$ cat src/rtl/i2c_master_byte_if.sv
// Host command/response bundle for the byte-level I2C master.
// master: host side (issues cmds); slave: engine side (answers).
`timescale 1ns/1ps
interface i2c_master_byte_if;
  logic       cmd_valid;
  logic       cmd_ready;
  logic [1:0] cmd;
  logic [7:0] wr_data;
  logic       tx_ack;
  logic       rsp_valid;
  logic [7:0] rd_data;
  logic       ack_rcvd;
  logic       err;

  modport master (
    output cmd_valid, cmd, wr_data, tx_ack,
    input  cmd_ready, rsp_valid, rd_data, ack_rcvd, err
  );

  modport slave (
    input  cmd_valid, cmd, wr_data, tx_ack,
    output cmd_ready, rsp_valid, rd_data, ack_rcvd, err
  );
endinterface

$ cat src/rtl/i2c_master_byte.sv
// Byte-level I2C master: START/RSTART/WRITE/READ/STOP from divider ticks.
// Ports: clk/rst_n, clk_en/clk_en_half in, scl_en out, host if, scl_o/sda_o/sda_i, busy.
`timescale 1ns/1ps
module i2c_master_byte #(
  parameter int SYNC_STAGES = 2
) (
  input  logic         clk,
  input  logic         rst_n,
  input  logic         clk_en,
  input  logic         clk_en_half,
  output logic         scl_en,
  output logic         busy,
  output logic         scl_o,
  output logic         sda_o,
  input  logic         sda_i,
  i2c_master_byte_if.slave host
);

  localparam int NS = (SYNC_STAGES < 2) ? 2 : SYNC_STAGES;

  localparam logic [1:0] C_START = 2'b00;
  localparam logic [1:0] C_WRITE = 2'b01;
  localparam logic [1:0] C_READ  = 2'b10;

  typedef enum logic [2:0] {
    IDLE, START, RSTART, BITS, STOP, HOLD
  } state_t;

  state_t      state;
  logic [NS-1:0] sync_q;
  logic [1:0]  cmd_q;
  logic [7:0]  shreg;
  logic [3:0]  cnt;
  logic        pend;
  logic        phase;
  logic        tx_ack_q;
  logic        ready_q;
  logic        rsp_q;
  logic [7:0]  rd_q;
  logic        ack_q;
  logic        err_q;

  logic sda_s;
  logic ce;
  logic ch;
  logic accept;

  assign sda_s  = sync_q[NS-1];
  // end-of-period tick wins over a coincident mid-period tick
  assign ce     = clk_en & scl_en;
  assign ch     = clk_en_half & scl_en & ~clk_en;
  assign accept = host.cmd_valid & ready_q;

  assign host.cmd_ready = ready_q;
  assign host.rsp_valid = rsp_q;
  assign host.rd_data   = rd_q;
  assign host.ack_rcvd  = ack_q;
  assign host.err       = err_q;

  always_ff @(posedge clk or negedge rst_n) begin
    if (!rst_n) begin
      sync_q <= '1;
    end else begin
      sync_q <= {sync_q[NS-2:0], sda_i};
    end
  end

  always_ff @(posedge clk or negedge rst_n) begin
    if (!rst_n) begin
      state    <= IDLE;
      cmd_q    <= C_START;
      shreg    <= '0;
      cnt      <= '0;
      pend     <= 1'b0;
      phase    <= 1'b0;
      tx_ack_q <= 1'b1;
      ready_q  <= 1'b1;
      rsp_q    <= 1'b0;
      rd_q     <= '0;
      ack_q    <= 1'b0;
      err_q    <= 1'b0;
      scl_en   <= 1'b0;
      busy     <= 1'b0;
      scl_o    <= 1'b1;
      sda_o    <= 1'b1;
    end else begin
      rsp_q <= 1'b0;
      err_q <= 1'b0;
      unique case (state)
        IDLE: begin
          if (accept) begin
            if (host.cmd == C_START) begin
              state   <= START;
              scl_en  <= 1'b1;
              ready_q <= 1'b0;
            end else begin
              rsp_q <= 1'b1;
              err_q <= 1'b1;
            end
          end
        end
        START: begin
          // never drop SCL before SDA has fallen
          if (ce && !sda_o) begin
            scl_o   <= 1'b0;
            busy    <= 1'b1;
            rsp_q   <= 1'b1;
            ready_q <= 1'b1;
            state   <= HOLD;
          end else if (ch) begin
            sda_o <= 1'b0;
          end
        end
        HOLD: begin
          if (accept) begin
            cmd_q    <= host.cmd;
            shreg    <= host.wr_data;
            tx_ack_q <= host.tx_ack;
            pend     <= 1'b1;
            ready_q  <= 1'b0;
          end else if (pend && ce) begin
            pend  <= 1'b0;
            cnt   <= '0;
            phase <= 1'b0;
            unique case (cmd_q)
              C_START: begin
                state <= RSTART;
                sda_o <= 1'b1;
              end
              C_WRITE: begin
                state <= BITS;
                sda_o <= shreg[7];
              end
              C_READ: begin
                state <= BITS;
                sda_o <= 1'b1;
              end
              default: begin
                state <= STOP;
                sda_o <= 1'b0;
              end
            endcase
          end
        end
        RSTART: begin
          if (ce) begin
            if (!phase) begin
              phase <= 1'b1;
            end else begin
              scl_o   <= 1'b0;
              rsp_q   <= 1'b1;
              ready_q <= 1'b1;
              state   <= HOLD;
            end
          end else if (ch) begin
            if (!phase) scl_o <= 1'b1;
            else        sda_o <= 1'b0;
          end
        end
        BITS: begin
          if (ce) begin
            scl_o <= 1'b0;
            cnt   <= cnt + 4'd1;
            if (cnt == 4'd8) begin
              rsp_q   <= 1'b1;
              ready_q <= 1'b1;
              state   <= HOLD;
              if (cmd_q == C_WRITE) ack_q <= sda_s;
              else                  rd_q  <= shreg;
            end else if (cmd_q == C_WRITE) begin
              shreg <= {shreg[6:0], 1'b0};
              sda_o <= (cnt == 4'd7) ? 1'b1 : shreg[6];
            end else begin
              shreg <= {shreg[6:0], sda_s};
              sda_o <= (cnt == 4'd7) ? tx_ack_q : 1'b1;
            end
          end else if (ch) begin
            scl_o <= 1'b1;
          end
        end
        STOP: begin
          if (ce) begin
            sda_o   <= 1'b1;
            busy    <= 1'b0;
            scl_en  <= 1'b0;
            rsp_q   <= 1'b1;
            ready_q <= 1'b1;
            state   <= IDLE;
          end else if (ch) begin
            scl_o <= 1'b1;
          end
        end
        default: state <= IDLE;
      endcase
    end
  end

endmodule

$ cat src/flat_wrapper.sv
// flat-port wrapper written by rule: the top's interface ports become plain ports
module i2c_master_byte_flat 
#(
  parameter int SYNC_STAGES = 2
)
  (clk, rst_n, clk_en, clk_en_half, scl_en, busy, scl_o, sda_o, sda_i, host_cmd_valid, host_cmd, host_wr_data, host_tx_ack, host_cmd_ready, host_rsp_valid, host_rd_data, host_ack_rcvd, host_err);
  i2c_master_byte_if host_i ();
  input  logic clk;
  input  logic rst_n;
  input  logic clk_en;
  input  logic clk_en_half;
  output logic scl_en;
  output logic busy;
  output logic scl_o;
  output logic sda_o;
  input  logic sda_i;
  input wire logic [$bits(host_i.cmd_valid)-1:0] host_cmd_valid;
  input wire logic [$bits(host_i.cmd)-1:0] host_cmd;
  input wire logic [$bits(host_i.wr_data)-1:0] host_wr_data;
  input wire logic [$bits(host_i.tx_ack)-1:0] host_tx_ack;
  output wire logic [$bits(host_i.cmd_ready)-1:0] host_cmd_ready;
  output wire logic [$bits(host_i.rsp_valid)-1:0] host_rsp_valid;
  output wire logic [$bits(host_i.rd_data)-1:0] host_rd_data;
  output wire logic [$bits(host_i.ack_rcvd)-1:0] host_ack_rcvd;
  output wire logic [$bits(host_i.err)-1:0] host_err;
  assign host_i.cmd_valid = host_cmd_valid;
  assign host_i.cmd = host_cmd;
  assign host_i.wr_data = host_wr_data;
  assign host_i.tx_ack = host_tx_ack;
  assign host_cmd_ready = host_i.cmd_ready;
  assign host_rsp_valid = host_i.rsp_valid;
  assign host_rd_data = host_i.rd_data;
  assign host_ack_rcvd = host_i.ack_rcvd;
  assign host_err = host_i.err;
  i2c_master_byte #(.SYNC_STAGES(SYNC_STAGES)) u_core (.clk(clk), .rst_n(rst_n), .clk_en(clk_en), .clk_en_half(clk_en_half), .scl_en(scl_en), .busy(busy), .scl_o(scl_o), .sda_o(sda_o), .sda_i(sda_i), .host(host_i));
endmodule
$ cat config.mk
export PLATFORM = sky130hd
export DESIGN_NAME = i2c_master_byte_flat
export DESIGN_NICKNAME = d
export VERILOG_FILES = /design/src/rtl/i2c_master_byte_if.sv /design/src/rtl/i2c_master_byte.sv /design/src/flat_wrapper.sv
export SDC_FILE = /design/constraint.sdc
export NUM_CORES = 1
export LEC_CHECK = 0
export ABC_AREA = 0
export CAP_MARGIN = 10
export CORE_UTILIZATION = 57
export DETAILED_ROUTE_END_ITERATION = 7
export PLACE_DENSITY = 0.95
export SKIP_LAST_GASP = 1
export SLEW_MARGIN = 25
export SYNTH_ARGS = -nofsm -noshare
export SYNTH_HDL_FRONTEND = slang
export SYNTH_SLANG_ARGS = --single-unit
$ cat constraint.sdc
create_clock -name clk -period 4.6 [get_ports clk]
set_input_delay 0.92 -clock clk [delete_from_list [all_inputs] [get_ports clk]]
set_output_delay 0.92 -clock clk [all_outputs]
set_load 0.02 [all_outputs]
**Word-level counts from Yosys, hierarchy flattened**

Index checks and enable logic that the tools add are counted.

- Output and inout port bits: 16
- Bits of input ports: 17
- Word-level logic and storage cells: 154
- Register bits: 38

- Reductions and logical operators: 29
- Equality and inequality tests: 29
- Muxes and demuxes: 72
- Add/sub/neg operators: 1
- Bitwise gates (word level): 6

Operators by type and width:

| operator | count |
|---|---|
| $mux W1 | 44 |
| $mux W3 | 10 |
| $mux W8 | 3 |
| $ne A2 B1 Y1 const B | 12 |
| $reduce_and A4 Y1 | 6 |
| $reduce_and A10 Y1 | 2 |
| $pmux W3 S6 | 1 |
| $pmux W8 S2 | 1 |
| $mux W4 | 3 |
| $reduce_and A11 Y1 | 1 |
| $ne A2 B2 Y1 const B | 5 |
| $pmux W1 S5 | 2 |
| $reduce_bool A2 Y1 | 5 |
| $pmux W1 S2 | 4 |
| $pmux W4 S2 | 1 |
| $eq A3 B2 Y1 const B | 2 |
| $eq A3 B3 Y1 const B | 2 |
| $pmux W1 S6 | 1 |
| $pmux W3 S2 | 1 |
| $reduce_and A6 Y1 | 1 |
| $reduce_bool A6 Y1 | 1 |
| $reduce_bool A5 Y1 | 1 |
| $add A4 B1 Y4 const B | 1 |
| $and A1 B1 Y1 | 4 |
| 18 further kinds | 23 |

**Longest topological paths before layout**

- Depth in word-level cells: 6
- Mapped depth: 8
- Depth with buffers taken out: 7

**Worst setup path before layout**

OpenSTA, ideal clock, no wires.

- Path kind: input to register
- Start point: input clk_en
- End point: register u_core.sda_o
- Path buffers: 2
- Arrival: 2.076 ns
- Setup slack: 2.449 ns
- Stages on the path: 7
- Data required time: 4.525 ns
- Setup time: 0.075 ns
- Path through: buf_6 -> and2_0 -> buf_2 -> a311oi_1 -> a21oi_1 -> a311oi_2 -> mux2i_1

- Longest elaborated chain between the ends: 4
- Elaborated cells on any way between the ends: 13
- Classes of those cells: eq/ne (7); bitwise (3); reduce/logical (3)

RTL lines:

| item | RTL line | text |
|---|---|---|
| start, declared | flat_wrapper.sv:10 | `input logic clk_en;` |
| $and A1 B1 Y1 or $not A1 Y1 (tied branches) | i2c_master_byte.sv:50, i2c_master_byte.sv:51 |  |
| $logic_and A1 B1 Y1 (tied with other cells) | i2c_master_byte.sv:104 | `if (ce && !sda_o) begin` |
| $ne A2 B2 Y1 (no source line) or $ne A2 B1 Y1 (tied branches) | n/a |  |
| $reduce_and A11 Y1 (no source line) (*) | n/a |  |
| end signal, assigned | i2c_master_byte.sv:132 | `sda_o <= shreg[7];` |
| end signal, assigned | i2c_master_byte.sv:172 | `sda_o <= (cnt == 4'd7) ? 1'b1 : shreg[6];` |
| end signal, assigned | i2c_master_byte.sv:175 | `sda_o <= (cnt == 4'd7) ? tx_ack_q : 1'b1;` |
| end, declared | i2c_master_byte.sv:14 | `output logic sda_o,` |

Mark *: on every way between the ends. The rest lies on a longest branch, timed or not.
A chain may end at the register's enable or synchronous reset.

**Worst setup path in the final report**

- Start point: input clk_en
- End point: register u_core.state[0]

- Longest elaborated chain between the ends: 4
- Elaborated cells on any way between the ends: 9
- Classes of those cells: eq/ne (5); bitwise (1); reduce/logical (3)

RTL lines:

| item | RTL line | text |
|---|---|---|
| $and A1 B1 Y1 (*) | i2c_master_byte.sv:50 | `assign ce = clk_en & scl_en;` |
| $logic_and A1 B1 Y1 (on tied branches) | i2c_master_byte.sv:121, i2c_master_byte.sv:104 |  |
| $ne A2 B1 Y1 (no source line) | n/a |  |
| $reduce_and A10 Y1 (no source line) (*) | n/a |  |
| end signal, assigned | i2c_master_byte.sv:127 | `state <= RSTART;` |
| end signal, assigned | i2c_master_byte.sv:131 | `state <= BITS;` |
| end signal, assigned | i2c_master_byte.sv:135 | `state <= BITS;` |
| end, declared | i2c_master_byte.sv:29 | `state_t state;` |

Marked as above.

==> impl_results.md <==
- Status: finished clean
- Post-route ant nets: 0
- Share of the synthesized area in the top cell type: 40.1%
- CTS tree: built
- Synth Instances: 199
- Most common cell after layout, fill and taps aside: dfrtp_1
- Setup Skew: 0.00935 ns
- First-pass GRT wire length: 7110 µm
- Share of cells above drive strength 1: 13.5%
- Most frequent cells in the layout: dfrtp_1, clkdlybuf4s50_1, o21ai_0, nor2_1, nand2_1
- Minimum clock period: 2.48 ns
- Crit path DAT: 2.70 ns
- Crit path kind: primary input to flop
- Nets: 252
- Critical Path RT: 4.82 ns
- Power density cells: 244 nW/µm²
- CTS Buffer Depth: 2
- Worst setup SP type: primary input
- Setup TNS: 0 ns
- Number of synthesized flops with an enable pin: 0
- Area after DPL: 2320 µm²
- Slew Viols, Final: 0
- Post-Synthesis Cell Area: 2000 µm²
- Multi-input logic area: 958 µm²
- Synth top area cells: dfrtp_1, dfstp_2, mux2_2
- Die area: 3750 µm²
- Via density: 5.98
- GP Congestion: 0.889
- Sequential share of the synthesized area: 48.0%
- LEAKAGE: 0.00106 µW
- Vias: 1,651
- Maxcap violations: 0
- Die Ht: 61.2 µm
- Synth-to-layout area growth: 20.0%
- Slew headroom: 45.8%
- Core area: 3340 µm²
- Vias in the first global route: 1,524
- Finished Core Util: 71.8%
- Die X: 61.2 µm
- Synthesized flop and latch total: 38
- Fmax: 403 MHz
- Net count after synthesis: 222
- Top cell type by total area after synthesis: dfrtp_1
- DRT iter0 DRCs: 134
- Clk Latency, worst-skew pair: 0.35 ns
- Sequential cell area: 958 µm²
- DRT Pass-1 Iters: 4
- HPWL after DPL: 2960 µm
- Ys Warns: 0
- Initial antenna violation count: 0
- Number of setup buffers added after CTS: 0
- Maximum vdd ir drop: 0.000251 V
- Worst hold margin: 0.363 ns
- Setup-failing EPs final: 0
- Number of I/O pins: 33
- Synth Area per Inst: 10.0 µm²
- Worst hold path class: flop to flop
- Row cnt: 21
- Final hold violation count: 0
- Async set-or-reset flop fraction in the synthesized netlist: 100%
- Grt total ovfl: 0
- Total Routed Length: 4360 µm
- Final Cell Area: 2400 µm²
- Worst-path clk slew: 0.11 ns
- CTS sink count: 38
- ANT cells: 0
- Largest net degree at the start of global routing: 39
- Layout fillers: 251
- Ys flop type: dfrtp_1
- CTS root buf: clkbuf_4
- Tcrit/Tclk final: 53.9%
- Drt wl/cell: 15.8 µm
- I/O Buffers: 32
- Total GRT Usage: 26.5%
- Number of hold buffers added after CTS: 0
- Slew @ Worst Pin: 0.814 ns
- CP max FO: 8
- # DRC: 0
- Distinct cell type count after synthesis: 43
- CP Capture Type: flop
- H-tree levels: 2
- RSZ-0062 raised after global routing: false
- Post-CTS sizing: 0
- TritonCTS Buffers: 5
- Initial Util: 59.9%
[flip-flops by register name, indices dropped and copies added (netlist names), 2 cells and up]
register and cells:
u_core.cmd_q 2, u_core.cnt 4, u_core.host.rd_data 8, u_core.shreg 8
u_core.state 3, u_core.sync_q 2
[synth_stat cells, drive strengths merged, types with 2 or more instances]
library cell and count:
nand3 4, a311oi 2, nor4 2, dfstp 6, nand4 2, o21ai 22, xnor2 2, dfrtp 32
a211oi 3, inv 8, ha 6, mux2i 8, buf 8, nand3b 2, mux2 10, nor3 3
and3b 2, a41oi 2, nor3b 4, nand2 18, a31oi 3, nor2b 2, o41ai 3, nor2 19
a21oi 15
[metrics by stage]
stage	std cells	setup slack [ns]	total power, µW
6_report	276	2.12	584
5_1_grt	276	2.01	605
2_1_floorplan	199	2.45	346
3_3_place_gp	268	1.81	365
3_5_place_dp	268	1.77	366
4_1_cts	276	2.15	589
[kinds of logic after synthesis]
kind of cell	Yosys count	synth area share, %
AND/OR/NAND/NOR	60	15.7
flip-flops	38	48.0
XOR/XNOR	2	0.877
buffers and inverters	17	4.07
adder cells (fa/ha/maj)	6	3.76
AO/OA/AOI/OAI	58	18.0
multiplexers	18	9.64
[layout make-up]
type                    instances  area share (%)
repair buffers                 32            13.2
flip-flops and latches         38            40.0
clock inverters                 3            1.67
multi-input cells             144            40.0
clock buffers                   5            1.57
inverters                       8            1.25
well taps                      46            2.40
[layer usage]
metal	share of wire, %	track usage [%]	vias up
met5	0	0	-
met4	2.6	12.7	0
met3	7.6	6.51	13
met2	50	40.1	88
met1	40	35.9	774
li1	-	-	776
[critical path: stages]
cell	delay (ns)
clkdlybuf4s50_1	0.61
and2_0	0.37
nand3_1	0.21
a21boi_1	0.23
a211oi_1	0.24
o32ai_1	0.12
[power breakdown]
group          leakage [µW]  switching [µW]  internal [µW]
combinational      0.000527            10.2           12.8
sequential         0.000484           0.281            336
clock             0.0000450             113            113
total               0.00106             123            461
[final timing paths]
kind	startpoint	end	slack [ns]	depth (start not counted)
max in group asynchronous	rst_n	u_core.host.ack_rcvd	3.44	1
setup / recovery	clk_en	u_core.state[0]	2.12	6
min in group asynchronous	rst_n	u_core.phase	0.64	1
hold reg to reg	u_core.sync_q[0]	u_core.sync_q[1]	0.36	0
hold / removal	u_core.sync_q[0]	u_core.sync_q[1]	0.36	0
setup reg to reg	u_core.state[1]	u_core.host.rd_data[5]	2.34	4
No activity file was read; power rests on OpenSTA's default activity.
